$ cat src/rtl/alu_share_ctrl_pkg.sv
// alu_share_ctrl_pkg
//   Shared definitions for the ALU sharing controller: datapath width,
//   ALU control codes, FSM state encodings and a helper that tells the
//   controller whether a control code is one the ALU implements.
package alu_share_ctrl_pkg;

    localparam int DATA_W = 32;

    // ALU control codes
    localparam logic [3:0] ALU_AND = 4'b0000;
    localparam logic [3:0] ALU_OR  = 4'b0001;
    localparam logic [3:0] ALU_ADD = 4'b0010;
    localparam logic [3:0] ALU_SUB = 4'b0110;
    localparam logic [3:0] ALU_MUL = 4'b0111;

    // FSM state encodings
    localparam logic [1:0] ST_IDLE = 2'd0;
    localparam logic [1:0] ST_EXEC = 2'd1;
    localparam logic [1:0] ST_RESP = 2'd2;

    function automatic logic ctrl_supported(input logic [3:0] ctrl);
        case (ctrl)
            ALU_AND, ALU_OR, ALU_ADD, ALU_SUB, ALU_MUL: return 1'b1;
            default:                                    return 1'b0;
        endcase
    endfunction

endpackage

$ cat src/rtl/alu_share_ctrl_alu.sv
// alu_share_ctrl_alu
//   Combinational 32-bit ALU shared by both requesters.
//   Ports:
//     data1, data2 : signed operands
//     ctrl         : ALU control code (see alu_share_ctrl_pkg)
//     result       : operation result, modulo 2^32 (mul returns low word)
//     zero         : result == 0
module alu_share_ctrl_alu
    import alu_share_ctrl_pkg::*;
(
    input  logic signed [DATA_W-1:0] data1,
    input  logic signed [DATA_W-1:0] data2,
    input  logic        [3:0]        ctrl,
    output logic signed [DATA_W-1:0] result,
    output logic                     zero
);

    always_comb begin
        result = '0;
        case (ctrl)
            ALU_AND: result = data1 & data2;
            ALU_OR:  result = data1 | data2;
            ALU_ADD: result = data1 + data2;
            ALU_SUB: result = data1 - data2;
            // Low word of the product is identical for signed and unsigned.
            ALU_MUL: result = data1 * data2;
            default: result = '0;
        endcase
    end

    assign zero = (result == '0);

endmodule

$ cat src/rtl/alu_share_ctrl.sv
// alu_share_ctrl
//   Shares one ALU between two requesters. Round-robin arbitration in IDLE,
//   operands latched on grant, multi-cycle execute window for multiply,
//   result returned through a valid/ready channel tagged with requester ID.
//   Ports:
//     clk_i, rst_i              : clock, asynchronous active-low reset
//     reqN_valid_i/reqN_ready_o : request handshake for requester N (0/1)
//     reqN_data1_i/data2_i      : requester N operands
//     reqN_ctrl_i               : requester N ALU control code
//     rsp_valid_o/rsp_ready_i   : response handshake
//     rsp_data_o, rsp_zero_o    : result and result==0 flag
//     rsp_id_o                  : requester that issued the result
//     busy_o                    : controller not in IDLE
module alu_share_ctrl
    import alu_share_ctrl_pkg::*;
#(
    parameter int MUL_LAT = 3
) (
    input  logic              clk_i,
    input  logic              rst_i,
    input  logic              req0_valid_i,
    output logic              req0_ready_o,
    input  logic [DATA_W-1:0] req0_data1_i,
    input  logic [DATA_W-1:0] req0_data2_i,
    input  logic [3:0]        req0_ctrl_i,
    input  logic              req1_valid_i,
    output logic              req1_ready_o,
    input  logic [DATA_W-1:0] req1_data1_i,
    input  logic [DATA_W-1:0] req1_data2_i,
    input  logic [3:0]        req1_ctrl_i,
    output logic              rsp_valid_o,
    input  logic              rsp_ready_i,
    output logic [DATA_W-1:0] rsp_data_o,
    output logic              rsp_zero_o,
    output logic              rsp_id_o,
    output logic              busy_o
);

    logic [1:0]               state;
    logic                     prio;
    logic [3:0]               cnt;
    logic                     id_q;
    logic signed [DATA_W-1:0] op1_q;
    logic signed [DATA_W-1:0] op2_q;
    logic [3:0]               ctrl_q;
    logic [DATA_W-1:0]        rsp_data_q;
    logic                     rsp_zero_q;

    logic                     grant0;
    logic                     grant1;
    logic [DATA_W-1:0]        sel_data1;
    logic [DATA_W-1:0]        sel_data2;
    logic [3:0]               sel_ctrl;
    logic signed [DATA_W-1:0] alu_result;
    logic                     alu_zero;

    // Arbitration: prio breaks the tie only when both requesters are valid.
    assign grant0 = (state == ST_IDLE) && req0_valid_i && (!prio || !req1_valid_i);
    assign grant1 = (state == ST_IDLE) && req1_valid_i && ( prio || !req0_valid_i);

    assign req0_ready_o = grant0;
    assign req1_ready_o = grant1;

    assign sel_data1 = grant1 ? req1_data1_i : req0_data1_i;
    assign sel_data2 = grant1 ? req1_data2_i : req0_data2_i;
    assign sel_ctrl  = grant1 ? req1_ctrl_i  : req0_ctrl_i;

    // Operand registers are pure data; they only matter after a grant loads them.
    always_ff @(posedge clk_i) begin
        if (grant0 || grant1) begin
            op1_q  <= sel_data1;
            op2_q  <= sel_data2;
            ctrl_q <= sel_ctrl;
        end
    end

    // The ALU only ever sees latched operands, never the request ports.
    alu_share_ctrl_alu u_alu (
        .data1  (op1_q),
        .data2  (op2_q),
        .ctrl   (ctrl_q),
        .result (alu_result),
        .zero   (alu_zero)
    );

    always_ff @(posedge clk_i or negedge rst_i) begin
        if (!rst_i) begin
            state      <= ST_IDLE;
            prio       <= 1'b0;
            cnt        <= '0;
            id_q       <= 1'b0;
            rsp_data_q <= '0;
            rsp_zero_q <= 1'b0;
        end else begin
            case (state)
                ST_IDLE: begin
                    if (grant0 || grant1) begin
                        state <= ST_EXEC;
                        id_q  <= grant1;
                        cnt   <= (sel_ctrl == ALU_MUL) ? 4'(MUL_LAT - 1) : 4'd0;
                    end
                end
                ST_EXEC: begin
                    if (cnt != 4'd0) begin
                        cnt <= cnt - 4'd1;
                    end else begin
                        state <= ST_RESP;
                        // Unsupported codes return a forced zero instead of
                        // whatever the ALU happens to output.
                        if (ctrl_supported(ctrl_q)) begin
                            rsp_data_q <= alu_result;
                            rsp_zero_q <= alu_zero;
                        end else begin
                            rsp_data_q <= '0;
                            rsp_zero_q <= 1'b1;
                        end
                    end
                end
                ST_RESP: begin
                    if (rsp_ready_i) begin
                        state <= ST_IDLE;
                        prio  <= ~id_q;
                    end
                end
                default: state <= ST_IDLE;
            endcase
        end
    end

    assign rsp_valid_o = (state == ST_RESP);
    assign rsp_data_o  = rsp_data_q;
    assign rsp_zero_o  = rsp_zero_q;
    assign rsp_id_o    = id_q;
    assign busy_o      = (state != ST_IDLE);

endmodule
$ cat config.mk
export PLATFORM = sky130hd
export DESIGN_NAME = alu_share_ctrl
export DESIGN_NICKNAME = d
export VERILOG_FILES = /design/src/rtl/alu_share_ctrl_pkg.sv /design/src/rtl/alu_share_ctrl_alu.sv /design/src/rtl/alu_share_ctrl.sv
export SDC_FILE = /design/constraint.sdc
export NUM_CORES = 2
export LEC_CHECK = 0
export ABC_AREA = 1
export BUFFER_PORTS_ARGS = -buffer_cell sky130_fd_sc_hd__buf_4
export CAP_MARGIN = 15
export CORE_MARGIN = 2
export CORE_UTILIZATION = 31
export CTS_BUF_LIST = sky130_fd_sc_hd__clkbuf_2
export DETAILED_ROUTE_END_ITERATION = 10
export GPL_TIMING_DRIVEN = 0
export PLACE_DENSITY = 0.51
export SLEW_MARGIN = 20
export SYNTH_ARGS = -nofsm -noshare
export SYNTH_HDL_FRONTEND = slang
export SYNTH_SLANG_ARGS = --single-unit
$ cat constraint.sdc
create_clock -name clk_i -period 8.7 [get_ports clk_i]
set_input_delay 1.74 -clock clk_i [delete_from_list [all_inputs] [get_ports clk_i]]
set_output_delay 1.74 -clock clk_i [all_outputs]
set_load 0.02 [all_outputs]
Word level (Yosys, flattened, before mapping)
Cells that the tools add are included.
- input bits: 141
- logic and storage cells: 67
- output and inout port bits: 38
- flip-flop bits (word level): 109
- equal/unequal tests: 11
- bitwise gates (word level): 4
- add/subtract/negate cells: 3
- reductions and logical operators: 22
- multiply operators: 1
- multiplexer cells: 17
- operators by type and width (operator ; number):
    32-bit one-hot mux with 5 select lines ; 1
    32-bit two-way mux ; 3
    32-bit adder ; 1
    32-bit AND ; 1
    32-bit zero test ; 1
    32-bit by 32-bit multiplier with 32-bit output ; 1
    32-bit OR ; 1
    32-bit subtractor ; 1
    4-bit by 3-bit equality test with 1-bit output (second input constant) ; 3
    4-bit two-way mux ; 3
    2-bit two-way mux ; 4
    4-bit one-hot mux with 2 select lines ; 1
    2-bit one-hot mux with 3 select lines ; 1
    2-bit AND reduction ; 3
    3-bit AND reduction ; 2
    5-bit OR reduction ; 1
    4-bit by 1-bit equality test with 1-bit output (second input constant) ; 1
    4-bit by 2-bit equality test with 1-bit output (second input constant) ; 1
    1-bit logical AND ; 4
    4-bit zero test ; 1
    1-bit two-way mux ; 4
    2-bit by 1-bit inequality test with 1-bit output (second input constant) ; 2
    2-bit inequality test (second input constant) ; 2
    2-bit nonzero test ; 2
    8 further kinds ; 13

Depth between registers and ports, before layout
- depth after elaboration: 8
- depth in mapped cells: 38
- gate-level depth less buffers: 36

Hierarchy
Synthesis repeated with hierarchy kept, for this count alone.
- cells, all modules: 3510
- area total of the unflattened synthesis: 25650.9 sq um
- by module, submodules not included (module ; times used ; cells an instance ; area an instance (sq um) ; seq. area each (sq um)):
    alu_share_ctrl_alu ; 1 ; 3080 ; 21025.2 ; 0.0
    alu_share_ctrl ; 1 ; 430 ; 4625.7 ; 3067.9

Least setup slack after synthesis
OpenSTA, ideal clock, no wires.
- path type: register to register
- from: register op2_q[8]
- to: register rsp_zero_q (netlist: rsp_zero_o)
- setup slack: 1.818 ns
- path buffers: 2
- data arrival time: 6.817 ns
- cell stages (with the launch flop): 34
- library setup time: 0.066 ns
- clock period less this slack: 6.882 ns
- data required time: 8.634 ns
- cells stage by stage: edfxtp_1 buf_1 clkbuf_1 nand2_1 fa_1 inv_1 fa_1 fa_1 inv_1 fa_1 inv_1 fa_1 inv_1 fa_1 inv_1 fa_1 fa_1 ha_1 nand2_1 nor2_1 inv_1 nor3_1 nand3_1 nand3_1 nand2_1 nand2_1 nor2_1 nor2_1 nand2_1 nor2_1 nand4_1 nor2_1 nand3_1 nand2_1
- longest elaborated chain between the ends: 4
- elaborated cells between the ends (all ways): 8
- those cells by class: add/sub (2); mul (1); mux (2); bitwise (2); reduce/logical (1)
- RTL lines (item ; RTL line ; RTL):
    start, declared ; alu_share_ctrl.sv:44 ; logic signed [DATA_W-1:0] op2_q;
    start signal, assigned ; alu_share_ctrl.sv:72 ; op2_q <= sel_data2;
    32-bit by 32-bit multiplier with 32-bit output (tied with other cells) ; alu_share_ctrl_alu.sv:26 ; ALU_MUL: result = data1 * data2;
    32-bit one-hot mux with 5 select lines (*) ; alu_share_ctrl_alu.sv:20 ; case (ctrl)
    32-bit zero test (*) ; alu_share_ctrl_alu.sv:31 ; assign zero = (result == '0);
    1-bit two-way mux (*) ; alu_share_ctrl.sv:110 ; if (ctrl_supported(ctrl_q)) begin
    end signal, assigned ; alu_share_ctrl.sv:112 ; rsp_zero_q <= alu_zero;
    end, declared ; alu_share_ctrl.sv:47 ; logic rsp_zero_q;
Every way passes the cells marked *; elsewhere a longest branch is shown, timed or not.
A chain may end at the register's enable or synchronous reset.

Worst setup path after layout
- from: register op1_q[5]
- to: register rsp_zero_q (netlist: rsp_zero_o)
- longest elaborated chain between the ends: 4
- elaborated cells between the ends (all ways): 8
- those cells by class: add/sub (2); mul (1); mux (2); bitwise (2); reduce/logical (1)
- RTL lines (item ; RTL line ; RTL):
    start, declared ; alu_share_ctrl.sv:43 ; logic signed [DATA_W-1:0] op1_q;
    start signal, assigned ; alu_share_ctrl.sv:71 ; op1_q <= sel_data1;
    32-bit by 32-bit multiplier with 32-bit output (tied with other cells) ; alu_share_ctrl_alu.sv:26 ;
    32-bit one-hot mux with 5 select lines (*) ; alu_share_ctrl_alu.sv:20 ;
    32-bit zero test (*) ; alu_share_ctrl_alu.sv:31 ;
    1-bit two-way mux (*) ; alu_share_ctrl.sv:110 ;
Marked as above.

==> results.cfg <==
[run_status]
status = finished clean

[clock_network]
cts_root_buffer = clkbuf_2
clockBufferDepth = 2
numCtsBuffers = 9
htree_levels = 3
cts_tree = built
clkTransAtPathRegs_ns = 0.35
clock_sinks = 109
insertion_delay_ns = 0.75
postCtsHoldBufs = 0

[min_path]
holdPathEnd = cnt[0]$_DFFE_PN0P_
worst_hold_startpoint = cnt[0]$_DFFE_PN0P_
hp-class = reg2reg
hold_depth = 1

[logic_synthesis]
yosys.area.top_type = fa_1
async_reset_ff_share_pct = 37.6
synth.area.top_cells = fa_1, nand2_1, inv_1
netlist_area_um2 = 25800
ys_ff_latch = 109
synth_top_area_share_pct = 31.8
avgSynthCellArea_um2 = 7.09
synth_nets = 4370
yosysWarnings = 0
synth_flop_cell = edfxtp_1
synthCells = 3634
yosysSeqAreaShare_pct = 11.9
synth_enable_flop_cells = 68
ys_types = 47

[finish]
fin_nets = 4554
drive_above_1_share_pct = 8.03
regArea_um2 = 3070
area_growth_pct = 11.3
fin_area_um2 = 28700
nFillCells = 9069
most-common-layout-cells = nand2_1, inv_1, fa_1
multiInputGateArea_um2 = 18500
final_common_cell = nand2_1
fin_util_pct = 34.9

[timing]
hold_viol = 0
rsz0062_at_grt = false
slew_headroom_pct = 25.6
finalMaxSlewViolations = 0
setup_viol_count_final = 0
period_share_pct = 96.3
worstMarginPinSlew_ns = 1.12
clock.fmax_mhz = 119
period_needed_ns = 8.37
final.setup.worst_slack_ns = 0.326
skew_ns = 0.0845

[critical_path]
cpMaxStageDelayCell = edfxtp_1
ff2ff_path_depth = 33
cp.required_ns = 9.41
r2r_slack_ns = 0.33
path_max_fanout = 10
r2r_end = rsp_zero_o$_DFFE_PN0P_
reg2reg_from = op1_q[5]$_DFFE_PP_
cp-start-kind = flop
endpoint_kind = flop
arrival_ns = 9.08
critPathMaxStageDelay_ns = 0.68
crit_path_frequent_cell = fa_1
path_class = reg2reg

[grt]
grt_overflow_total = 0
grt_pass1_wl_um = 145000
grt_max_degree = 59
antenna_found_initial = 1
grt_pass1_vias = 23700
grt_usage_pct = 23.0

[floorplan]
die-area_um2 = 85400
core_area_um2 = 82200
die_h_um = 292
die_x_um = 292
io_pins = 179
start_util_pct = 31.3
rows = 105

[detailed_routing]
drtAntennaViolNets = 0
wl_um = 95700
drtPass1Iterations = 5
wire_per_inst_um = 19.5
drc = 0
vias_per_cell = 4.71
drt_iter0_drc = 1682
vias = 23000

[placed_design]
port_buffers = 178
dp_hpwl_um = 80900
place_ws_ns = -0.315
place_area_um2 = 28500
gp_congestion = 0.957

[flow_run]
max-cap-violations = 0
## synth_stat cells (21+ instances only)
cell type / number
edfxtp_1: 68
nor2_1: 130
fa_1: 409
inv_1: 945
nand4_1: 29
buf_1: 35
nand3_1: 122
xor2_1: 34
xnor2_1: 21
a21oi_1: 86
nand2_1: 1201
ha_1: 186
dfrtp_1: 41
clkbuf_1: 100
o21ai_0: 73
## registers in the layout, indices dropped and copies added, names as in the netlist
| register | flops |
|---|---|
| op1_q | 32 |
| op2_q | 32 |
| rsp_data_o | 32 |
| cnt | 4 |
| ctrl_q | 4 |
| state | 2 |
| prio | 1 |
| rsp_id_o | 1 |
| rsp_zero_o | 1 |
## cells by family (layout without fill, tap and decap cells)
family          after synthesis  after routing  share of synthesized area (%)
xor+xnor                     56             56                           1.93
flops                       109            109                           11.9
buf+inv                    1109           1298                           16.2
fa+ha+maj                   604            604                           41.2
other cells                   0              1                              0
simple gates               1546           1546                           24.3
compound gates              210            210                           4.50
## area by class of cell
cell class,count,share of cell area (%)
inverter,959,12.6
sequential,109,10.7
tap,1070,4.67
timing repair buffer,182,4.89
multi-input combinational,2416,64.6
buffer,141,2.19
antenna,1,0.00873
clock buffer,10,0.175
clock inverter,6,0.196
## worst max-delay path, delay by kind of cell, from the launching register on
kind | cells | cell delay [ns]
buf+inv | 8 | 1.39
fa+ha+maj | 9 | 4.05
flops | 1 | 0.68
compound gates | 1 | 0.14
simple gates | 15 | 2.02
## how the worst max path moves through the flow
stage / start / cells after the start / end / slack, ns
floorplan: op2_q[8]$_DFFE_PP_ / 33 / rsp_zero_o$_DFFE_PN0P_ / 1.82
global placement: op1_q[5]$_DFFE_PP_ / 29 / rsp_zero_o$_DFFE_PN0P_ / -0.41
finish: op1_q[5]$_DFFE_PP_ / 33 / rsp_zero_o$_DFFE_PN0P_ / 0.33
detailed placement: op1_q[11]$_DFFE_PP_ / 33 / rsp_zero_o$_DFFE_PN0P_ / -0.31
CTS: op1_q[13]$_DFFE_PP_ / 32 / rsp_zero_o$_DFFE_PN0P_ / 0.004
global route: op1_q[7]$_DFFE_PP_ / 29 / rsp_zero_o$_DFFE_PN0P_ / 0.0004
## metal layers
layer | GRT usage [%] | vias up | wire length, um | share of wire [%]
met4 | 10.1 | 0 | 4810 | 5.0
met3 | 3.14 | 163 | 6070 | 6.3
met1 | 29.3 | 11100 | 39400 | 41
li1 | - | 11000 | - | -
met5 | 0 | - | 0 | 0
met2 | 38.8 | 774 | 45400 | 47
## what timing repair did
| item | CTS | global route |
|---|---|---|
| endpoints found under the setup margin | 3 | 5 |
| gates resized for setup | 13 | 77 |
| setup buffers | 0 | 2 |
## stage by stage
| step | TNS [ns] | instances | hold WS, ns |
|---|---|---|---|
| after global routing | 0 | 4894 | 0.525 |
| after detailed placement | -0.528 | 4884 | 0.474 |
| after CTS | 0 | 4899 | 0.519 |
| after floorplan | 0 | 3634 | 0.453 |
| final | 0 | 4894 | 0.524 |
| after global placement | -0.890 | 4882 | 0.468 |
Power is left out: the tool's default activity adds up to more than one toggle a clock period on the data nets, which glitch-free logic cannot reach.
